$ cat src/rtl/spram_pkg.sv
// Shared definitions for the 8x64 single-port RAM and its clients:
// default geometry and the controller state encoding.
package spram_pkg;

   localparam int SPRAM_DATA_W = 8;
   localparam int SPRAM_ADDR_W = 6;

   typedef enum logic [2:0] {
      ST_INIT,
      ST_IDLE,
      ST_RD_ISSUE,
      ST_RD_CAPT,
      ST_RSP
   } spram_state_t;

endpackage

$ cat src/rtl/spram_ctrl.sv
// Initiator-side controller for the single-port RAM (registered read
// address, combinational read data). Host requests arrive on a valid/ready
// channel; reads are returned on a valid/ready response channel.
// Optional feature: define SPRAM_CTRL_INIT_EN to clear every RAM location
// with INIT_VALUE after reset before host traffic is admitted.
module spram_ctrl
   import spram_pkg::*;
#(
   parameter int                DATA_W     = SPRAM_DATA_W,
   parameter int                ADDR_W     = SPRAM_ADDR_W,
   parameter logic [DATA_W-1:0] INIT_VALUE = '0
) (
   input  logic              clk,
   input  logic              rst,
   input  logic              req_valid,
   output logic              req_ready,
   input  logic              req_we,
   input  logic [ADDR_W-1:0] req_addr,
   input  logic [DATA_W-1:0] req_wdata,
   output logic              rsp_valid,
   input  logic              rsp_ready,
   output logic [DATA_W-1:0] rsp_rdata,
   output logic [ADDR_W-1:0] ram_addr,
   output logic [DATA_W-1:0] ram_data,
   output logic              ram_we,
   input  logic [DATA_W-1:0] ram_dout,
   output logic              init_done
);

   spram_state_t state;

`ifdef SPRAM_CTRL_INIT_EN
   localparam int                DEPTH     = 2 ** ADDR_W;
   localparam logic [ADDR_W-1:0] LAST_ADDR = ADDR_W'(DEPTH - 1);

   logic [ADDR_W-1:0] init_cnt;
`else
   logic unused_init_value;
   assign unused_init_value = ^INIT_VALUE;
`endif

   // Controller FSM: sequences the RAM port and owns every registered output
   always_ff @(posedge clk) begin
      if (rst) begin
`ifdef SPRAM_CTRL_INIT_EN
         state    <= ST_INIT;
         init_cnt <= '0;
`else
         state    <= ST_IDLE;
`endif
         req_ready <= 1'b0;
         rsp_valid <= 1'b0;
         rsp_rdata <= '0;
         ram_we    <= 1'b0;
         ram_addr  <= '0;
         ram_data  <= '0;
         init_done <= 1'b0;
      end else begin
         ram_we <= 1'b0;
         unique case (state)
`ifdef SPRAM_CTRL_INIT_EN
            // The sweep ends one edge after the last write is issued, which
            // is detected from the registered port (we high on LAST_ADDR).
            ST_INIT: begin
               if (ram_we && ram_addr == LAST_ADDR) begin
                  state     <= ST_IDLE;
                  init_done <= 1'b1;
                  req_ready <= 1'b1;
               end else begin
                  ram_we   <= 1'b1;
                  ram_addr <= init_cnt;
                  ram_data <= INIT_VALUE;
                  init_cnt <= init_cnt + 1'b1;
               end
            end
`endif
            ST_IDLE: begin
               if (!init_done) begin
                  init_done <= 1'b1;
                  req_ready <= 1'b1;
               end else if (req_valid && req_ready) begin
                  ram_addr <= req_addr;
                  if (req_we) begin
                     ram_we   <= 1'b1;
                     ram_data <= req_wdata;
                  end else begin
                     req_ready <= 1'b0;
                     state     <= ST_RD_ISSUE;
                  end
               end
            end
            ST_RD_ISSUE: begin
               state <= ST_RD_CAPT;
            end
            ST_RD_CAPT: begin
               rsp_rdata <= ram_dout;
               rsp_valid <= 1'b1;
               state     <= ST_RSP;
            end
            ST_RSP: begin
               if (rsp_ready) begin
                  rsp_valid <= 1'b0;
                  req_ready <= 1'b1;
                  state     <= ST_IDLE;
               end
            end
            default: begin
               state <= ST_IDLE;
            end
         endcase
      end
   end

endmodule
$ cat config.mk
export PLATFORM = sky130hd
export DESIGN_NAME = spram_ctrl
export DESIGN_NICKNAME = d
export VERILOG_FILES = /design/src/rtl/spram_pkg.sv /design/src/rtl/spram_ctrl.sv
export SDC_FILE = /design/constraint.sdc
export NUM_CORES = 1
export LEC_CHECK = 0
export BUFFER_PORTS_ARGS = -buffer_cell sky130_fd_sc_hd__buf_2
export CAP_MARGIN = 5
export CORE_MARGIN = 3
export CORE_UTILIZATION = 39
export CTS_CLUSTER_SIZE = 24
export DETAILED_ROUTE_END_ITERATION = 10
export GPL_ROUTABILITY_DRIVEN = 0
export HOLD_SLACK_MARGIN = 0.12
export PLACE_DENSITY_LB_ADDON = 0.3
export SLEW_MARGIN = 15
export SYNTH_ARGS = -nofsm -noshare
export SYNTH_HDL_FRONTEND = slang
export SYNTH_SLANG_ARGS = --single-unit
$ cat constraint.sdc
create_clock -name clk -period 1.2 [get_ports clk]
set_clock_uncertainty 0.15 [all_clocks]
set_input_delay 0.24 -clock clk [delete_from_list [all_inputs] [get_ports clk]]
set_output_delay 0.24 -clock clk [all_outputs]
set_load 0.1 [all_outputs]
Yosys cells after proc, flatten, opt, wreduce, memory -nomap -nowiden
Cells that the tools add are included.
- equal/unequal tests: 10
- mux-type cells: 13
- bitwise logic cells: 3
- reduce and logical (&&, ||, !) cells: 9
- operators by type and width (operator ; number):
    2-to-1 mux 3 bit ; 4
    case mux 3 bit (4 select lines) ; 1
    AND reduction 4 bit ; 3
    inequality test 2 bit, second input constant ; 4
    equality test 3 x 2 -> 1 bit, second input constant ; 2
    2-to-1 mux 1 bit ; 6
    inequality test 3 bit, second input constant ; 2
    case mux 1 bit (2 select lines) ; 2
    nonzero test 2 bit ; 2
    OR reduction 4 bit ; 1
    equality test 3 x 1 -> 1 bit, second input constant ; 1
    equality test 3 bit, second input constant ; 1
    inverter 1 bit ; 3
    AND reduction 3 bit ; 1
    AND reduction 2 bit ; 1
    logical AND 1 bit ; 1
- flip-flop bits (word level): 29
- output and inout port bits: 26
- logic and storage cells: 43

Depth between registers and ports, before layout
Gate-level depths: netlist of run 1.
- depth after elaboration: 4
- gate-level depth with buffers: 5
- mapped depth without buffers: 3

Worst setup path after synthesis of run 1
Ideal clock, no wire load.
- path kind: reg2reg
- from: register init_done
- to: register ram_data[0]
- setup time: 0.072 ns
- arrival: 1.730 ns
- slack: -0.751 ns
- cell stages (with the launch flop): 5
- path buffers: 1
- path through: dfxtp_1 -> and3_1 -> and3_1 -> buf_6 -> mux2i_1
- cells in the longest elaborated chain, start to end: 1
- RTL lines (element ; line ; text):
    start, declared ; spram_ctrl.sv:27 ; output logic init_done
    start signal, assigned ; spram_ctrl.sv:57 ; init_done <= 1'b0;
    start signal, assigned ; spram_ctrl.sv:79 ; init_done <= 1'b1;
    AND reduction 4 bit (no line) ; -- ;
    end signal, assigned ; spram_ctrl.sv:85 ; ram_data <= req_wdata;
    end, declared ; spram_ctrl.sv:24 ; output logic [DATA_W-1:0] ram_data,
Every way passes these cells.
A chain may end at the register's enable or synchronous reset.

Worst setup path after layout of run 1
- from: register state[0]
- to: register ram_data[4]
- cells in the longest elaborated chain, start to end: 2
- RTL lines (element ; line ; text):
    start, declared ; spram_ctrl.sv:30 ; spram_state_t state;
    start signal, assigned ; spram_ctrl.sv:49 ; state <= ST_IDLE;
    start signal, assigned ; spram_ctrl.sv:88 ; state <= ST_RD_ISSUE;
    start signal, assigned ; spram_ctrl.sv:93 ; state <= ST_RD_CAPT;
    equality test 3 x 1 -> 1 bit ; spram_ctrl.sv:60 ; unique case (state)
    AND reduction 4 bit (no line) ; -- ;
Every way passes these cells.

==> results_dict.tcl, run 1 <==
set metrics [dict create \
    power_density_nw_per_um2 861 \
    finalCritPeriodShare 1.16 \
    p_comb_frac 0.223 \
    place_inst 221 \
    setup_viol 53 \
    holdWs_ns 0.116 \
    core_um2 3080 \
    min_path_type "input port to flop" \
    cts.sinks 29 \
    die_h_um 62.8 \
    p_leak_uw 0.00104 \
    cp-start-kind "flop" \
    synth_warnings 0 \
    end_kind "flop" \
    cts_tree "built" \
    relSlewSlack 0.692 \
    avgViaCountPerCell 4.60 \
    max_stage_delay_ns 0.36 \
    insertion_delay_ns 0.33 \
    initial_utilization 0.409 \
    ir_worst_vdd_mv 0.522 \
    finalPower_uw 2080 \
    grt_pass1_wl_um 6090 \
    path_max_fanout 9 \
    cts_max_path_buffers 2 \
    grt_pass1_vias 1318 \
    drive_gt1_frac 0.528 \
    crit_family "simple AND/OR/NAND/NOR gates" \
    grt_use_total 0.197 \
    dp_hpwl_um 2310 \
    route.met3.wl_um 181 \
    rsz0062_at_grt "true" \
    path_cells "nor3b_4 > and3_4 > buf_12 > mux2i_1" \
    grt_overflow_total 0 \
    ios 53 \
    p_sw_frac 0.280 \
    synth_cell_type_count 26 \
    synth_seq_cells 29 \
    antenna_found_initial 0 \
    cts_root_buffer "clkbuf_4" \
    remaining_drc_errors 0 \
    die-width_um 62.8 \
    nets 240 \
    setup_slack_ns -0.187 \
    cts_max_level 2 \
    synth_area_um2 1260 \
    firstDrtPassIters 4 \
    met1Wirelength_um 1290 \
    fmax_mhz 721 \
    violations "negative setup slack" \
    max-cap-violations 0 \
    crit_type "flop to flop" \
    critPathBufInv 1 \
    p_switching_uw 584 \
    antennaDiodeCount 0 \
    pwr-share-seq 0.482 \
    ys_seq_area_frac 0.461 \
    pre_cts_ws_ns -0.194 \
    syn_to_final_growth_pct 92.1 \
    die-area_um2 3950 \
    status "finished, violations left" \
    finalNonFillerCells 258 \
    highest_layer "met4" \
    ant_nets 0 \
    arrival_ns 1.49 \
    finalHoldViolCount 0 \
    synth_nets 151 \
    route.met2.wl_um 1960 \
    grt_max_degree 37 \
    cp_slowest_cell "dfxtp_2" \
    synthCells 124 \
    io_buffers 52 \
    p_clk_frac 0.295 \
    cp.required_ns 1.30 \
    num_vias 1186 \
    wire_per_inst_um 13.6 \
    drt_first_iter_violations 37 \
    drt_wl_total_um 3510 \
    maxSlewViolCount 0 \
    p_int_uw 1500 \
    cts_made_buffers 5 \
    avgSynthCellArea_um2 10.2 \
    period_minus_slack_ns 1.39 \
    rows 20 \
    path_clk_slew_ns 0.09 \
    worst_pin_slew_ns 0.462 \
]
## synthesized netlist by cell type
| master | number | area (um2) |
|---|---|---|
| nor2b_1 | 2 | 12.5 |
| nor3b_4 | 1 | 18.8 |
| and2_1 | 1 | 6.26 |
| mux2i_1 | 22 | 220 |
| nor2_1 | 12 | 45.0 |
| and2b_1 | 2 | 15.0 |
| or3b_1 | 1 | 8.76 |
| buf_6 | 2 | 22.5 |
| buf_4 | 3 | 22.5 |
| o21ba_2 | 1 | 10.0 |
| and4b_1 | 1 | 10.0 |
| dfxtp_1 | 29 | 581 |
| clkbuf_1 | 3 | 11.3 |
| inv_1 | 1 | 3.75 |
| and3_1 | 2 | 12.5 |
| buf_2 | 1 | 5.00 |
| a21boi_0 | 1 | 7.51 |
| o31ai_1 | 1 | 7.51 |
| a21oi_1 | 3 | 15.0 |
| nand4_1 | 1 | 6.26 |
| a21o_1 | 1 | 7.51 |
| nor3_1 | 1 | 5.00 |
| nand3b_1 | 2 | 15.0 |
| nand2b_1 | 28 | 175 |
| a211oi_1 | 1 | 7.51 |
| a32oi_1 | 1 | 8.76 |
## path summary, 6_finish.rpt
check / cells past startpoint / endpoint / start / slack, ns
worst max-delay path: 4 / ram_data[4]$_SDFFE_PP0P_ / state[0]$_SDFFE_PP1P_ / -0.19
worst min-delay path: 4 / state[0]$_SDFFE_PP1P_ / req_we / 0.12
worst max register to register: 4 / ram_data[4]$_SDFFE_PP0P_ / state[0]$_SDFFE_PP1P_ / -0.19
worst min register to register: 2 / ram_data[7]$_SDFFE_PP0P_ / ram_data[7]$_SDFFE_PP0P_ / 0.35
## per-stage QoR
| step | utilization | TNS [ns] | cell area, um2 |
|---|---|---|---|
| after floorplan | - | -4.09 | 1290 |
| after global placement | 0.665 | -1.76 | 2050 |
| after detailed placement | 0.665 | -2.82 | 2050 |
| after CTS | 0.777 | -4.05 | 2390 |
| after global routing | 0.786 | -6.48 | 2420 |
| final | 0.786 | -4.01 | 2420 |
## power groups by stage
stage	Sequential [uW]	Clock (uW)	Combinational, uW
2_1_floorplan	1150	0	91.3
3_3_place_gp	1020	0	379
3_5_place_dp	1020	0	389
4_1_cts	1000	636	457
5_1_grt	1010	686	489
6_report	1000	615	465
## layout make-up
type                    instances  area, um2
inverters                       1       3.75
well taps                      44       55.1
fillers                       198        658
flip-flops and latches         29        624
repair buffers                 91       1030
clock buffers                   8       58.8
multi-input cells              85        643
## layer usage
metal	global-route usage	up-vias
li1	-	587
met1	0.193	550
met2	0.373	42
met3	0.0665	7
met4	0.0854	0
met5	0	-
## repair_timing
| item | 4_1_cts | 5_1_grt |
|---|---|---|
| endpoints found under the setup margin | 53 | 54 |
| buffers inserted | 6 | 2 |
| hold buffers | 22 | 0 |
| pin swaps | 5 | 1 |
| gates resized for setup | 16 | 4 |
| hold endpoints to repair | 23 | 0 |
## registers in the layout, summed over array words and instances (netlist names)
signal     cells
ram_addr       6
rsp_rdata      8
req_ready      1
rsp_valid      1
ram_we         1
ram_data       8
state          3
init_done      1
## cells by family (layout without fill, tap and decap cells)
kind of cell	Yosys count	count (layout)	synth area share
compound gates	9	9	0.0507
flops	29	29	0.461
buf+inv	10	100	0.0516
simple gates	54	54	0.262
mux	22	22	0.175
## cells in the final DEF (no fill, tap or decap), drive strengths merged
cell / n
a21o: 1
and4b: 1
nand2b: 28
nor2b: 2
dfxtp: 29
nor3b: 1
a21boi: 1
and2b: 2
and2: 1
a32oi: 1
o31ai: 1
and3: 2
nor3: 1
nand4: 1
dlygate4sd3: 22
mux2i: 22
nor2: 12
clkbuf: 8
o21ba: 1
a21oi: 3
nand3b: 2
a211oi: 1
buf: 69
inv: 1
or3b: 1
## tightest hold or removal path: stages
cell and delay [ns]:
buf_2 0.09, nor2b_1 0.06, nand4_1 0.09, a21o_1 0.10
Power figures use the tool's default switching activity.
==> run 2, diff against run 1 <==
- CELL_PAD_IN_SITES_DETAIL_PLACEMENT: default -> 1
- CELL_PAD_IN_SITES_GLOBAL_PLACEMENT: default -> 2
- CORE_UTILIZATION: 39 -> 24
==> run 2 against run 1 <==
Effect of this change:
- the run still ends with negative setup slack left
- first-iteration DRC count down 19%
- clock power up 45%
- wire length up 13%
- sequential share of layout area down 1.7 points
- cell count up 12%
- clock-buffer cell count down 1
- largest cell class unchanged
==> results_dict.tcl, run 2 (synthesis gave the netlist of run 1 again) <==
set metrics [dict create \
    setup_slack_ns -0.195 \
    crit_type "flop to flop" \
    violations "negative setup slack" \
    antenna_found_initial 0 \
    grt_overflow_total 0 \
    power_density_nw_per_um2 907 \
    firstDrtPassIters 4 \
    grt_use_total 0.141 \
    cts_max_level 2 \
    pre_cts_ws_ns -0.193 \
    fillCellCount 538 \
    grt_max_degree 44 \
    max-cap-violations 0 \
    final_common_cell "buf_12" \
    grt_pass1_vias 1360 \
    cts_root_buffer "clkbuf_8" \
    reg2reg_to "rsp_rdata[0]$_SDFFE_PP0P_" \
    rsz0062_at_grt "true" \
    io_buffers 52 \
    remaining_drc_errors 0 \
    period_minus_slack_ns 1.39 \
    drt_wl_total_um 3980 \
    p_leak_uw 0.00112 \
    drive_gt1_frac 0.566 \
    relSlewSlack 0.869 \
    tns_ns -3.50 \
    die-width_um 78.5 \
    ir_worst_vdd_mv 0.549 \
    core_um2 4910 \
    status "finished, violations left" \
    end_kind "flop" \
    avgViaCountPerCell 4.19 \
    min-delay-start "rst" \
    cts_max_path_buffers 2 \
    cp-start-kind "flop" \
    maxSlewViolCount 0 \
    insertion_delay_ns 0.28 \
    reg_top3 "ram_data: 8 flops, rsp_rdata: 8 flops, ram_addr: 6 flops" \
    initial_utilization 0.257 \
    cts.sinks 29 \
    dp_hpwl_um 2760 \
    min_to "rsp_rdata[0]$_SDFFE_PP0P_" \
    rows 25 \
    reg2reg_slack_ns -0.19 \
    cp.required_ns 1.22 \
    min_path_cells 3 \
    worst_pin_slew_ns 0.195 \
    die_h_um 78.5 \
    rr_startpoint "state[1]$_SDFFE_PP0P_" \
    most-common-layout-cells "buf_12 (29), nand2b_1 (28), buf_2 (26)" \
    r2r_cells 6 \
    finalCritPeriodShare 1.16 \
    path_max_fanout 8 \
    syn_to_final_growth_pct 108 \
    die-area_um2 6160 \
    num_vias 1207 \
    drt_first_iter_violations 30 \
    cts_tree "built" \
    grt_pass1_wl_um 6690 \
    cts_made_buffers 5 \
    ios 53 \
    min_path_type "input port to flop" \
    path_clk_slew_ns 0.06 \
    finalHoldViolCount 0 \
    ant_nets 0 \
    setup_viol 40 \
    arrival_ns 1.41 \
    antennaDiodeCount 0 \
    wire_per_inst_um 13.8 \
    nets 247 \
    fmax_mhz 717 \
]
run 2: worst max-delay path, stage by stage, from the launching register on:
cell      delay, ns
dfxtp_2        0.34
buf_6          0.12
buf_6          0.11
nand3b_1       0.13
buf_12         0.15
mux2i_2        0.23
nor2_1         0.06
run 2: how the worst max path moves through the flow:
stage / start / end / slack [ns]
after global placement: state[2]$_SDFFE_PP0P_ / ram_data[3]$_SDFFE_PP0P_ / -0.11
after detailed placement: state[2]$_SDFFE_PP0P_ / ram_data[6]$_SDFFE_PP0P_ / -0.19
after global routing: state[1]$_SDFFE_PP0P_ / rsp_rdata[0]$_SDFFE_PP0P_ / -0.26
after CTS: state[1]$_SDFFE_PP0P_ / ram_data[5]$_SDFFE_PP0P_ / -0.16
final: state[1]$_SDFFE_PP0P_ / rsp_rdata[0]$_SDFFE_PP0P_ / -0.19
after floorplan: init_done$_SDFFE_PP0N_ / ram_data[0]$_SDFFE_PP0P_ / -0.22
run 2: metal layers:
layer	wire length, um	track usage	share of wire	up-vias
met5	0	0	0	-
met4	60	0.0612	0.015	0
met3	156	0.0413	0.039	6
li1	-	-	-	602
met2	2210	0.251	0.56	27
met1	1550	0.155	0.39	572
run 2: what timing repair did:
action,CTS,global route
endpoints found under the setup margin,53,54
resized for setup,22,10
setup buffers,10,2
pin swaps,6,2
gates cloned,1,0
hold buffers,22,0
endpoints found under the hold margin,22,0
run 2: area by class of cell:
cell class | instances | area (um2) | share of cell area
Timing Repair Buffer | 98 | 1130 | 0.430
Multi-Input combinational cell | 85 | 676 | 0.258
Sequential cell | 29 | 632 | 0.241
Clock buffer | 7 | 96.3 | 0.0367
Tap cell | 67 | 83.8 | 0.0320
Clock inverter | 1 | 5.00 | 0.00191
Inverter | 1 | 3.75 | 0.00143
run 2: power by group:
part | switching, uW | total, uW | internal (uW)
clock network | 375 | 892 | 517
registers | 20.6 | 998 | 978
logic | 244 | 490 | 247
total | 639 | 2380 | 1740
run 2: per-stage QoR:
step	instances	power (uW)	hold slack (ns)	area, um2	utilization
finish	288	2380	0.190	2620	0.534
global route	288	2490	0.223	2620	0.534
CTS	286	2410	0.176	2570	0.523
detailed placement	246	1420	0.333	2100	0.429
global placement	246	1410	0.321	2100	0.429
floorplan	124	1240	0.234	1290	-
==> run 3, diff against run 2 <==
- PLACE_DENSITY: default -> 0.84
- PLACE_DENSITY_LB_ADDON: 0.3 -> default
==> run 3 against run 2 <==
Effect of this change:
- the flow still finishes with violations (negative setup slack)
- clock-buffer cell count is 1 lower
- clock power is 8.4% higher
- hold slack better by 0.030 ns
- combinational power hardly changed
- via count hardly changed
- cell count is 0.69% lower
- first-iteration DRC count is 73% lower
- utilization is 0.71 points lower
- sequential power hardly changed
- non-clock buffer count is 2 lower
- register-to-register slack better by 0.06 ns
==> results_dict.tcl, run 3 (synthesis gave the netlist of run 1 again) <==
set metrics [dict create \
    ant_nets 0 \
    max-cap-violations 0 \
    firstDrtPassIters 3 \
    min_path_type "input port to flop" \
    path_clk_slew_ns 0.06 \
    arrival_ns 1.38 \
    io_buffers 52 \
    path_max_fanout 6 \
    grt_use_total 0.130 \
    reg2reg_to "ram_addr[2]$_SDFFE_PP0P_" \
    ir_worst_vdd_mv 0.603 \
    tns_ns -1.99 \
    die-width_um 78.5 \
    avgViaCountPerCell 4.22 \
    nets 245 \
    setup_viol 28 \
    finalPower_uw 2450 \
    dpl_cell_area_um2 2090 \
    core_um2 4910 \
    cp-start-kind "flop" \
    finalHoldViolCount 0 \
    remaining_drc_errors 0 \
    fin_area_um2 2590 \
    maxSlewViolCount 0 \
    met1Wirelength_um 1430 \
    die_h_um 78.5 \
    crit_type "flop to flop" \
    most-common-layout-cells "buf_12 (29), nand2b_1 (28), buf_2 (26)" \
    rows 25 \
    antennaDiodeCount 0 \
    grt_overflow_total 0 \
    postLayoutCoreUtil 0.527 \
    cts_tree "built" \
    rr_startpoint "state[1]$_SDFFE_PP0P_" \
    cts_made_buffers 5 \
    grt_pass1_vias 1347 \
    wire_per_inst_um 13.0 \
    cp_slowest_cell "dfxtp_4" \
    antenna_found_initial 0 \
    highest_layer "met4" \
    final_common_cell "buf_12" \
    p_leak_uw 0.00111 \
    route.met3.wl_um 147 \
    cp.required_ns 1.24 \
    drt_first_iter_violations 8 \
    fmax_mhz 748 \
    status "finished, violations left" \
    regArea_um2 629 \
    rsz0062_at_grt "true" \
    multi_input_area_um2 673 \
    period_minus_slack_ns 1.34 \
    grt_pass1_wl_um 6380 \
    drt_wl_total_um 3730 \
    r2r_cells 4 \
    relSlewSlack 0.796 \
    cts_max_level 2 \
    min-delay-start "rst" \
    initial_utilization 0.257 \
    min_to "rsp_valid$_SDFFE_PP0P_" \
    path_cells "nor3b_4 > buf_4 > and2_4 > mux2i_1" \
    drive_gt1_frac 0.553 \
    reg_top3 "ram_data: 8 flops, rsp_rdata: 8 flops, ram_addr: 6 flops" \
    cts.sinks 29 \
    ios 53 \
    setup_slack_ns -0.137 \
    grt_max_degree 44 \
    startpoint "state[1]$_SDFFE_PP0P_" \
    fillCellCount 535 \
    num_vias 1208 \
    violations "negative setup slack" \
    route.met2.wl_um 2110 \
    cts_root_buffer "clkbuf_8" \
    finalCritPeriodShare 1.11 \
    insertion_delay_ns 0.27 \
    syn_to_final_growth_pct 105 \
    reg2reg_slack_ns -0.14 \
    worst_pin_slew_ns 0.306 \
    min_path_cells 3 \
    die-area_um2 6160 \
    power_density_nw_per_um2 948 \
    dp_hpwl_um 2540 \
    cts_max_path_buffers 2 \
    end_kind "flop" \
    max_stage_delay_ns 0.36 \
]
==> run 3: routing by layer <==
metal,up-vias,global-route usage
met5,-,0
met4,0,0.0420
met3,5,0.0287
met2,33,0.247
met1,571,0.140
li1,599,-
==> run 3: what timing repair did <==
item                                    in CTS  in global routing
setup buffers                               10                  3
pin swaps                                    8                  2
endpoints found under the hold margin       22                  0
endpoints found under the setup margin      52                 55
resized for setup                           23                  8
hold buffers                                22                  0
==> run 3: report_power, final <==
| part | switching (uW) | leakage [uW] | internal, uW |
|---|---|---|---|
| sequential | 20.2 | 0.000249 | 980 |
| combinational | 242 | 0.000811 | 245 |
| clock | 355 | 0.0000528 | 612 |
==> run 3: layout make-up <==
cell class                 instances  area share
clock buffer                       6      0.0280
clock inverter                     2      0.0130
inverter                           1     0.00145
multi-input combinational         85       0.260
sequential                        29       0.243
tap                               67      0.0324
timing repair buffer              96       0.422
==> run 3: worst max-delay path by stage <==
stage	to	slack, ns	depth (start not counted)
final	ram_addr[2]$_SDFFE_PP0P_	-0.14	4
after global routing	ram_addr[5]$_SDFFE_PP0P_	-0.18	4
after CTS	ram_data[2]$_SDFFE_PP0P_	-0.14	4
after detailed placement	ram_data[2]$_SDFFE_PP0P_	-0.17	4
after global placement	ram_data[6]$_SDFFE_PP0P_	-0.12	4
after floorplan	ram_data[0]$_SDFFE_PP0P_	-0.22	4
==> run 3: per-stage QoR <==
step / hold slack [ns] / instances / worst slack [ns]
floorplan: 0.234 / 124 / -0.224
global placement: 0.319 / 244 / -0.121
detailed placement: 0.333 / 244 / -0.171
CTS: 0.194 / 283 / -0.142
global route: 0.250 / 286 / -0.184
finish: 0.220 / 286 / -0.137
==> run 3: critical path: cells and delay by family (launching register included) <==
kind	cells	cell delay, ns
buffers and inverters	1	0.15
muxes	1	0.21
and+or+nand+nor	2	0.40
DFF	1	0.36
